## src/rtl/seletor_registo_r_pkg.sv

```systemverilog
// rtl/seletor_registo_r_pkg.sv - shared source indices, state encoding and counter sizing
package seletor_registo_r_pkg;

  localparam int SRC_CONST = 0;
  localparam int SRC_MEM   = 1;
  localparam int SRC_IN    = 2;
  localparam int SRC_RES   = 3;

  typedef enum logic {
    IDLE    = 1'b0,
    WAIT_IN = 1'b1
  } state_e;

  // A single-cycle timeout still needs one counter bit.
  function automatic int cnt_width(input int t);
    return (t > 1) ? $clog2(t) : 1;
  endfunction

endpackage

```

## src/rtl/seletor_registo_r_contador_timeout.sv

```systemverilog
// rtl/seletor_registo_r_contador_timeout.sv - loadable down-counter with zero flag for the WAIT_IN timeout
module contador_timeout
  import seletor_registo_r_pkg::*;
#(
  parameter int TIMEOUT = 16,
  parameter int CW      = cnt_width(TIMEOUT)
) (
  input  logic          clk,
  input  logic          rst_n,
  input  logic          load_i,
  input  logic [CW-1:0] load_val_i,
  input  logic          en_i,
  output logic          zero_o
);

  logic [CW-1:0] cnt_q, cnt_d;

  always_comb begin
    cnt_d = cnt_q;
    if (load_i) begin
      cnt_d = load_val_i;
    end else if (en_i && (cnt_q != '0)) begin
      cnt_d = cnt_q - 1'b1;
    end
  end

  always_ff @(posedge clk or negedge rst_n) begin
    if (!rst_n) begin
      cnt_q <= '0;
    end else begin
      cnt_q <= cnt_d;
    end
  end

  assign zero_o = (cnt_q == '0);

endmodule

```

## src/rtl/seletor_registo_r.sv

```systemverilog
// rtl/seletor_registo_r.sv - register R source selector with external-input handshake,
// timeout and out-of-range select error
module seletor_registo_r
  import seletor_registo_r_pkg::*;
#(
  parameter int WIDTH   = 8,
  parameter int NUM_SRC = 5,
  parameter int SEL_W   = 3,
  parameter int IN_IDX  = SRC_IN,
  parameter int TIMEOUT = 16
) (
  input  logic                     clk,
  input  logic                     rst_n,
  input  logic [NUM_SRC*WIDTH-1:0] src_data,
  input  logic [SEL_W-1:0]         sel,
  input  logic                     load_req,
  input  logic                     in_valid,
  output logic                     in_ready,
  output logic [WIDTH-1:0]         dados_r,
  output logic                     load_done,
  output logic                     busy,
  output logic                     sel_err,
  output logic                     timeout_err
);

  localparam int               CW        = cnt_width(TIMEOUT);
  localparam logic [CW-1:0]    CNT_LOAD  = CW'(TIMEOUT - 1);
  localparam logic [SEL_W:0]   NUM_SRC_V = (SEL_W + 1)'(NUM_SRC);
  localparam logic [SEL_W-1:0] IN_IDX_V  = SEL_W'(IN_IDX);

  state_e           state_q, state_d;
  logic [WIDTH-1:0] r_q, r_d;
  logic [SEL_W-1:0] sel_q, sel_d;
  logic             load_done_q, load_done_d;
  logic             sel_err_q, sel_err_d;
  logic             timeout_err_q, timeout_err_d;

  logic             cnt_load, cnt_en, cnt_zero;
  logic [SEL_W-1:0] mux_idx;
  logic [WIDTH-1:0] mux_data;

  contador_timeout #(
    .TIMEOUT (TIMEOUT),
    .CW      (CW)
  ) u_contador_timeout (
    .clk        (clk),
    .rst_n      (rst_n),
    .load_i     (cnt_load),
    .load_val_i (CNT_LOAD),
    .en_i       (cnt_en),
    .zero_o     (cnt_zero)
  );

  // While waiting, the latched index drives the mux so sel may change freely.
  assign mux_idx = (state_q == WAIT_IN) ? sel_q : sel;

  always_comb begin
    mux_data = '0;
    for (int k = 0; k < NUM_SRC; k++) begin
      if (mux_idx == SEL_W'(k)) begin
        mux_data = src_data[k*WIDTH +: WIDTH];
      end
    end
  end

  always_comb begin
    state_d       = state_q;
    r_d           = r_q;
    sel_d         = sel_q;
    load_done_d   = 1'b0;
    sel_err_d     = 1'b0;
    timeout_err_d = 1'b0;
    cnt_load      = 1'b0;
    cnt_en        = 1'b0;
    case (state_q)
      IDLE: begin
        if (load_req) begin
          if ({1'b0, sel} >= NUM_SRC_V) begin
            sel_err_d = 1'b1;
          end else if ((sel != IN_IDX_V) || in_valid) begin
            r_d         = mux_data;
            load_done_d = 1'b1;
          end else begin
            state_d  = WAIT_IN;
            sel_d    = sel;
            cnt_load = 1'b1;
          end
        end
      end
      WAIT_IN: begin
        // Data arriving in the expiry cycle takes priority over the timeout.
        if (in_valid) begin
          r_d         = mux_data;
          load_done_d = 1'b1;
          state_d     = IDLE;
        end else if (cnt_zero) begin
          timeout_err_d = 1'b1;
          state_d       = IDLE;
        end else begin
          cnt_en = 1'b1;
        end
      end
      default: state_d = IDLE;
    endcase
  end

  always_ff @(posedge clk or negedge rst_n) begin
    if (!rst_n) begin
      state_q       <= IDLE;
      r_q           <= '0;
      sel_q         <= '0;
      load_done_q   <= 1'b0;
      sel_err_q     <= 1'b0;
      timeout_err_q <= 1'b0;
    end else begin
      state_q       <= state_d;
      r_q           <= r_d;
      sel_q         <= sel_d;
      load_done_q   <= load_done_d;
      sel_err_q     <= sel_err_d;
      timeout_err_q <= timeout_err_d;
    end
  end

  assign in_ready    = (state_q == WAIT_IN);
  assign busy        = (state_q == WAIT_IN);
  assign dados_r     = r_q;
  assign load_done   = load_done_q;
  assign sel_err     = sel_err_q;
  assign timeout_err = timeout_err_q;

endmodule

```

## config.mk

```make
export PLATFORM = sky130hd
export DESIGN_NAME = seletor_registo_r
export DESIGN_NICKNAME = d
export VERILOG_FILES = /design/src/rtl/seletor_registo_r_pkg.sv /design/src/rtl/seletor_registo_r_contador_timeout.sv /design/src/rtl/seletor_registo_r.sv
export SDC_FILE = /design/constraint.sdc
export NUM_CORES = 1
export LEC_CHECK = 0
export ABC_AREA = 1
export CORE_ASPECT_RATIO = 1.1
export CORE_UTILIZATION = 47
export DETAILED_ROUTE_END_ITERATION = 16
export GPL_TIMING_DRIVEN = 0
export PLACE_DENSITY = 0.86
export SLEW_MARGIN = 20
export SYNTH_ARGS = -nofsm -noshare
export SYNTH_HDL_FRONTEND = slang
export SYNTH_HIERARCHICAL = 1
export SYNTH_SLANG_ARGS = --single-unit
```

## constraint.sdc

```tcl
create_clock -name clk -period 3.5 [get_ports clk]
set_input_delay 0.875 -clock clk [delete_from_list [all_inputs] [get_ports clk]]
set_output_delay 0.875 -clock clk [all_outputs]
set_load 0.005 [all_outputs]
```

==> results.md <==
* Multi-input logic area at 835 um^2
* Clk_lat worst skew at approximately 300 ps
* CTS tree: yes
* First-pass GRT wire length at 6350 um
* Relative slew slack at 43.6%
* FF-to-FF setup slack at roughly 1700 ps
* Vias at 1,591
* Io pins at 60
* Clock Tree Root: clkbuf_4
* RSZ-0062 raised after global routing: no
* H-tree depth at 1
* Final min period at ~2300 ps
* Hold WC Path Type: reg -> reg
* Syn avg cell area at around 7 um^2
* Final setup vio count at 0
* PortBufs at 59
* CP Class: in -> reg
* Synth warn at 6
* Critical path arrival at about 2500 ps
* Clock skew at around 11 ps
* # DRC at 0
* Largest family of logic cells by synthesized area: simple AND/OR/NAND/NOR gates
* Setup_tns at 0 ps
* Vias per cell at 5.08
* Congestion Overflow GR at 0
* Final Cell Area at ~2100 um^2
* First drt pass iteration count at 4
* Vias in the first global route at 1,392
* Synth Register Bits at 19
* Slowest cell on crit path: nor2_1
* Synth Area in Adders at less than 1%
* Post-synthesis simple-gate area fraction at between 40% and 50%
* CTS Sinks at 19
* Cts repair resizes at 0
* Synth cell types at 22
* Cell Area, Synth at approximately 1500 um^2
* Wire per inst at approximately 13 um
* Status: finished, final reports clean
* Area of all sequential standard cells at 475 um^2
* Largest net degree at the start of global routing at 20
* Die area at 3380 um^2
* Worst-path clk slew at ~100 ps
* Most common cell after layout, fill and taps aside: nand2_1
* Number of buffers added for setup after CTS at 0
* Maximum clock frequency at approximately 430 MHz
* Antenna violations before repair at 0
* Worst-path cell chain: clkdlybuf4s50_1 -> nor2_1 -> nand3_1 -> nor2_1 -> inv_2 -> nand3b_1 -> nand2_1 -> clkinv_1 -> nand2_1
* Starting Density at roughly half
* Syn Inst Count at about 210
* Final Slew Violations at 0
* Placed cell area at approximately 2100 um^2
* Cts hold-fix bufs at 0
* Worst-path maximum fanout at 9
* Fillers at around 230
* Final Power at 0.000739 W
* Post-layout net count at about 330
* Row count at 20
* Clk buf depth at 2
* Commonest non-fill, non-tap cells in the layout: nand2_1, clkdlybuf4s50_1, nand3_1, inv_1, nand4_1
* DP HPWL at 3070 um
* CP required at 3690 ps
* DIE WIDTH at ~55 um
* Die Ht at 60.8 um
* Post-synthesis mux area share at 0%
* Setup crit end kind: flop
* Total Routing Usage GR at 24.3%
* Inserted Diodes at 0
* CP Launch Type: input port
* Routed Antenna Nets at 0
* Core ar. at 2880 um^2
* Synth Area in XOR/XNOR at 0%
* Sequential area share after synthesis at ~32%
* Placer Congestion at 0.837
* Final-report hold violation count at 0
* Critical Path Max Stage Delay at 500 ps
* Num CTS Buffers at 3
* Max-cap violation count at 0
* Layout cells sized above 1 at between 10% and 20%
* Layout area overhead at 45.3%
* Slew of the pin with the lowest slew margin at ~840 ps
* Leak pwr at between 1 and 1.5 nW
* Final Util at 74.7%
* Final WL at 4040 um
* Final Cycle Share at between 60% and 70%
* Synth Area in Compound Gates at approximately 5.4%
* Initial DRC Count at 65
* Max VDD drop at around 0.00038 V
* Power per cell area at about 340 nW/um^2
-- stage by stage --
step           hold WS [ps]  setup WS, ps  cells
6_report                483          1200    313
5_1_grt                 521          1080    313
4_1_cts                 491          1240    313
3_5_place_dp            465           916    309
3_3_place_gp            450           926    309
2_1_floorplan           436          1630    217
-- cell usage after synthesis --
cell      instances  share of area (%)
nor2_8            1                1.4
clkinv_1          1               0.25
nand2_1          65                 16
inv_4             1               0.42
conb_1            1               0.25
nand2_4           5                3.8
nor2_1            8                2.0
buf_2             1               0.34
buf_6             3                2.3
dfrtp_1          19                 32
nor2_2            2               0.85
nand3b_1          2                1.0
inv_2             2               0.51
inv_1            25                6.3
ha_1              1               0.85
nand3_2           1               0.68
buf_4             4                2.0
o21ai_0           4                1.4
nand3_1          29                9.8
o21bai_1          8                4.1
nand2_2           7                3.0
nand4_1          24                 10
-- worst paths after layout --
path,startpoint,endpoint,cells past startpoint
max in group asynchronous,rst_n,sel_q[1]$_DFFE_PN0P_,1
setup reg to reg,busy$_DFF_PN0_,u_contador_timeout/cnt_q[3]$_DFFE_PN0P_,9
hold / removal,sel_q[1]$_DFFE_PN0P_,sel_q[1]$_DFFE_PN0P_,2
hold reg to reg,sel_q[1]$_DFFE_PN0P_,sel_q[1]$_DFFE_PN0P_,2
setup / recovery,sel[2],u_contador_timeout/cnt_q[3]$_DFFE_PN0P_,9
min in group asynchronous,rst_n,dados_r[7]$_DFFE_PN0P_,1
-- routing by layer --
metal,track usage (%),wire length (um),up-vias
li1,-,-,834
met1,29.7,1840,703
met2,44.8,1940,52
met3,4.90,226,2
met4,5.71,24,0
met5,0,0,-
-- where the power goes --
group          leakage [nW]  internal, W  total, W  switching (W)
Combinational         0.855     0.000165  0.000338       0.000172
Sequential            0.244     0.000260  0.000291      0.0000318
Clock                0.0177    0.0000426  0.000110      0.0000676
-- registers in the layout (all words and copies together), names as in the netlist --
name	count
sel_q	3
sel_err	1
dados_r	8
u_contador_timeout/cnt_q	4
timeout_err	1
busy	1
load_done	1
-- critical path: cells and delay by family --
kind          cells  cell delay [ps]
buf+inv           3              670
simple gates      6              940
-- area by class of cell --
| type | count | share of cell area (%) |
|---|---|---|
| inverter | 29 | 5.18 |
| clock buffer | 3 | 1.05 |
| multi-input combinational | 161 | 38.8 |
| sequential | 19 | 22.1 |
| timing repair buffer | 59 | 27.5 |
| buffer | 8 | 3.20 |
| tap | 33 | 1.92 |
| clock inverter | 1 | 0.233 |
-- cells by family after synthesis --
logic type      Yosys count
simple gates            144
fa+ha+maj                 1
flops                    19
buf+inv                  37
compound gates           12
other cells               1
Power figures use the tool's default switching activity.
